### config.mk
export PLATFORM = sky130hd
export DESIGN_NAME = lfsr
export DESIGN_NICKNAME = d
export VERILOG_FILES = /design/src/rtl/lfsr_pkg.sv /design/src/rtl/lfsr.sv
export SDC_FILE = /design/constraint.sdc
export NUM_CORES = 1
export LEC_CHECK = 0
export ABC_AREA = 1
export BUFFER_PORTS_ARGS = -buffer_cell sky130_fd_sc_hd__buf_2
export CAP_MARGIN = 20
export CORE_MARGIN = 8
export CORE_UTILIZATION = 31
export DETAILED_ROUTE_END_ITERATION = 10
export PLACE_DENSITY = 0.57
export SYNTH_ARGS = -nofsm -noshare
export SYNTH_HDL_FRONTEND = slang
export SYNTH_SLANG_ARGS = --single-unit
### constraint.sdc
create_clock -name clk -period 1.7 [get_ports clk]
set_input_delay 0.085 -clock clk [delete_from_list [all_inputs] [get_ports clk]]
set_output_delay 0.085 -clock clk [all_outputs]
set_load 0.01 [all_outputs]
### src/rtl/lfsr_pkg.sv
// Shared constants and the maximal-length tap table for the LFSR.
// Masks use bit i = state[i], so tap n of the classic 1-based tables sits at bit n-1.
package lfsr_pkg;

  localparam int LFSR_MIN_W = 2;
  localparam int LFSR_MAX_W = 32;

  function automatic logic [31:0] max_taps(input int w);
    logic [31:0] m;
    m = '0;
    case (w)
      2:  m = 32'h0000_0003;
      3:  m = 32'h0000_0006;
      4:  m = 32'h0000_000C;
      5:  m = 32'h0000_0014;
      6:  m = 32'h0000_0030;
      7:  m = 32'h0000_0060;
      8:  m = 32'h0000_00B8;
      9:  m = 32'h0000_0110;
      10: m = 32'h0000_0240;
      11: m = 32'h0000_0500;
      12: m = 32'h0000_0829;
      13: m = 32'h0000_100D;
      14: m = 32'h0000_2015;
      15: m = 32'h0000_6000;
      16: m = 32'h0000_D008;
      17: m = 32'h0001_2000;
      18: m = 32'h0002_0400;
      19: m = 32'h0004_0023;
      20: m = 32'h0009_0000;
      21: m = 32'h0014_0000;
      22: m = 32'h0030_0000;
      23: m = 32'h0042_0000;
      24: m = 32'h00E1_0000;
      25: m = 32'h0120_0000;
      26: m = 32'h0200_0023;
      27: m = 32'h0400_0013;
      28: m = 32'h0900_0000;
      29: m = 32'h1400_0000;
      30: m = 32'h2000_0029;
      31: m = 32'h4800_0000;
      32: m = 32'h8020_0003;
      default: m = '0;
    endcase
    return m;
  endfunction

endpackage

### src/rtl/lfsr.sv
// Free-running Fibonacci LFSR: shifts toward the MSB, XOR feedback into bit 0,
// and recovers to SEED if the state is ever found at zero.
module lfsr
  import lfsr_pkg::*;
#(
  parameter int               WIDTH = 15,
  parameter logic [WIDTH-1:0] SEED  = WIDTH'(1),
  parameter logic [WIDTH-1:0] TAPS  = '0
) (
  input  logic             clk,
  input  logic             nreset,
  output logic [WIDTH-1:0] out
);

  localparam logic [WIDTH-1:0] TAPS_EFF = (TAPS != '0) ? TAPS : WIDTH'(max_taps(WIDTH));

  if (WIDTH < LFSR_MIN_W || WIDTH > LFSR_MAX_W) begin : g_bad_width
    $error("lfsr: WIDTH %0d outside supported range", WIDTH);
  end
  if (SEED == '0) begin : g_bad_seed
    $error("lfsr: SEED must be nonzero");
  end
  // Without the top bit in the mask the register is not a WIDTH-bit LFSR at all.
  if (TAPS_EFF[WIDTH-1] != 1'b1) begin : g_bad_taps
    $error("lfsr: tap mask must include bit WIDTH-1");
  end

  logic [WIDTH-1:0] state;
  logic [WIDTH-1:0] nxt;
  logic             fb;

  always_comb begin
    fb  = ^(state & TAPS_EFF);
    nxt = {state[WIDTH-2:0], fb};
    // Zero is a fixed point of XOR feedback; kick it back onto the sequence.
    if (state == '0) nxt = SEED;
  end

  always_ff @(posedge clk or negedge nreset) begin
    if (!nreset) state <= SEED;
    else         state <= nxt;
  end

  assign out = state;

endmodule

# Word-level counts from Yosys, hierarchy flattened
# Cells that the tools add are included.
[totals] reg_bits=15 in_bits=2 output_inout_bits=15
[classes] muxes=1 reduce_logical=2
[op_table] cell="logical NOT 15 bit" count=1
[op_table] cell="two-way mux 15 bit" count=1
[op_table] cell="XOR reduction 15 bit" count=1

# Logic depth before layout (Yosys ltp)
[depth] ltp_word=2 mapped_depth=5

# Worst setup path after synthesis
# Ideal clock, no wire load.
[synth_timing] kind="reg-to-reg" start="reg state[0] (netlist: out[0])" end="reg state[0] (netlist: out[0])" setup_ps=78 arrival_time_ps=742 t_required_ps=1622 path_slack_ps=880 stages_incl_launch_ff=6 period_less_slack_ps=820 path_cell_list="dfstp_2 nor2_2 nand2_1 nor2_1 nand2_1 nand2_1"
[synth_between] elab_chain_len=2
[synth_lines] item="from (decl)" line_no="lfsr.sv:28" source="logic [WIDTH-1:0] state;"
[synth_lines] item="from (signal assigned)" line_no="lfsr.sv:41" source="else state <= nxt;"
[synth_lines] item="logical NOT 15 bit" line_no="lfsr.sv:36" source="if (state == '0) nxt = SEED;"
[synth_lines] item="two-way mux 15 bit" line_no="lfsr.sv:36"
[synth_lines] item="net nxt[0]" line_no="lfsr.sv:29" source="logic [WIDTH-1:0] nxt;"
# The timed path passes the listed nets, and every way through them passes these cells.

# Final worst setup path
[layout_timing] start="reg state[0] (netlist: out[0])" end="out out[0]"
[layout_rtl] item="to (decl)" line_no="lfsr.sv:12" source="output logic [WIDTH-1:0] out"
# No word-level cell between the ends.

==> reports/qor.yml <==
yosysTopAreaCell: "dfrtp_1"
fp.dieW_um: 56.18
post_drt_via_cell_ratio: 4.319
p_leak_nw: 0.3253
synthArstFlopShare_pct: 100.0
period_share_pct: 60.98
r2r_setup_slack_ps: 840
slowest_stage: "dfstp_2"
cts-root-buf: "clkbuf_4"
cts_buffers: 3
start_kind: "register"
clock-skew-final_ps: 5.964
critPathMaxStageDelay_ps: 550
maxSlewViolCount: 0
ys_top_cells_by_area: "dfrtp_1 70%, clkbuf_1 11%, nor2_1 6.0%"
overflow: 0
slew_headroom_pct: 78.95
power.density_nw_per_um2: 952.4
ys.flop_type: "dfrtp_1"
cap_violations: 0
synth-edff-count: 0
wl_um: 828
synth_top_area_share_pct: 70.00
cts_setup_buffers: 0
power.share.sequential_pct: 64.1
ys_seq_area_share_pct: 75.25
cp_max_fo: 3
grt_pass1_wl_mm: 1.449
coreArea_sq_um: 1506
r2r_start: "out[13]"
worst-path-buf-inv: 1
worstReg2RegEnd: "out[0]"
port_buffers: 16
p_int_w: 0.0004499
cts_tree: "built"
register_area_sq_um: 376.6
row_count: 14
globalplace.congestion: 0.6625
synthToLayoutAreaGrowth_pct: 16.75
firstDrtPassIters: 2
ios: 17
arrival_ps: 950
synth.top_cells.by_count: "14 x clkbuf_1, 14 x dfrtp_1, 8 x nor2_1"
clockBufferDepth: 2
worstSetupPathType: "reg -> out"
syn_area_per_cell_sq_um: 10.88
hold_viol_final: 0
start_util_pct: 33.22
hp-class: "in -> async"
insertedDiodeCount: 0
synth_fp_nets: 48
wl_per_cell_um: 12.00
setup-tns-final_ps: 0
grt_pass1_vias: 322
drtIter0Drc: 1
status: "finished clean"
ys_ff_latch: 15
drcViolationCount: 0
drive_gt1_share_pct: 39.62
vias: 298
setup_violations: 0
pwr-share-clk_pct: 34.3
yosysUniqueCellTypes: 8
irDropWorstVdd_mv: 0.5240
grt_antenna_before_repair: 0
required_ps: 1620
p_sw_share_pct: 19.15
largest_reg_flops: 15
fillCellCount: 150
ff2ff_path_depth: 5
syn-cell-area_sq_um: 500.5
grt_max_degree: 16
combPwrFrac_pct: 1.6
clk_latency_ps: 280
cts_num_sinks: 15
die_y_um: 56.18
fmax_mhz: 964.6
ant_nets: 0
fin_crit_ps: 1037
yosysWarnings: 0
worst_pin_slew_ps: 315.8
layout.nets: 56
track_usage_pct: 6.250
cts_max_level: 1
critPathTopFamily: "flip-flops"
layout_setup_ws_ps: 663.3
p_sw_w: 0.0001066
dp_hpwl_um: 646.5
syn-instance-count: 46
clk_pin_slew_ps: 80
dieArea_sq_um: 3156
crit_path_end_kind: "primary output"
multi_input_area_sq_um: 67.56
cp_cell_sequence: "buf_2"
pre_cts_ws_ps: 862.3
rsz0062_at_grt: "no"
==> logic make-up (layout without fill, tap and decap cells) <==
group,after synthesis,count (layout),share of synthesized area (%)
flops,15,15,75.25
simple gates,15,15,11.75
buf+inv,15,22,11.25
xor+xnor,1,1,1.750
==> what timing repair did <==
action / 4_1_cts / 5_1_grt
hold buffers: 1 / 0
resized for setup: 0 / 0
hold endpoints to repair: 15 / 0
endpoints found under the setup margin: 0 / 0
==> stage by stage <==
stage | hold WS, ps | utilization, % | std cells | area (sq um) | total power [W]
finish | 222.9 | 38.79 | 69 | 584.3 | 0.0005565
global route | 224.6 | 38.79 | 69 | 584.3 | 0.0005955
CTS | 221.4 | 38.79 | 69 | 584.3 | 0.0005695
detailed placement | -3.617 | 36.38 | 64 | 548.0 | 0.0003712
global placement | -8.597 | 36.38 | 64 | 548.0 | 0.0003709
floorplan | -210.6 | - | 46 | 500.5 | 0.0003637
==> placed cells by master, fill, tap and decap left out, drive strengths merged <==
cell type,n
xnor2,1
dfstp,1
nor2,9
dfrtp,14
buf,16
nand2,6
inv,1
dlygate4sd3,1
clkbuf,4
==> power groups by stage <==
| stage | Clock (W) | Sequential [W] | Combinational [W] |
|---|---|---|---|
| 5_1_grt | 0.000228 | 0.000357 | 0.0000105 |
| 4_1_cts | 0.000204 | 0.000357 | 0.00000935 |
| 3_3_place_gp | 0 | 0.000364 | 0.00000734 |
| 3_5_place_dp | 0 | 0.000364 | 0.00000758 |
| 2_1_floorplan | 0 | 0.000364 | 0.0000000000618 |
| 6_report | 0.000191 | 0.000357 | 0.00000879 |
==> layer usage <==
| metal | vias up | track usage, % | routed length, um | part of all wire [%] |
|---|---|---|---|---|
| met5 | - | 0 | 0 | 0 |
| met4 | 0 | 4.124 | 25 | 3.0 |
| met3 | 5 | 6.393 | 114 | 14 |
| met2 | 13 | 8.241 | 358 | 43 |
| met1 | 139 | 5.789 | 330 | 40 |
| li1 | 141 | - | - | - |
==> area by class of cell <==
class,count,area share (%)
well taps,16,3.426
clock buffers,4,4.497
multi-input cells,16,11.56
flip-flops and latches,15,64.45
repair buffers,17,15.42
inverters,1,0.6424
==> how the worst max path moves through the flow <==
| stage | startpoint | to | slack [ps] | cells past startpoint |
|---|---|---|---|---|
| after floorplan | out[0] | out[0] | 880 | 5 |
| after global placement | out[13] | out[0] | 880 | 5 |
| after detailed placement | out[0] | out[0] | 860 | 5 |
| after CTS | out[0] | out[0] | 640 | 1 |
| after global routing | out[0] | out[0] | 600 | 1 |
| final | out[0] | out[0] | 660 | 1 |
No activity file was read; power rests on OpenSTA's default activity.
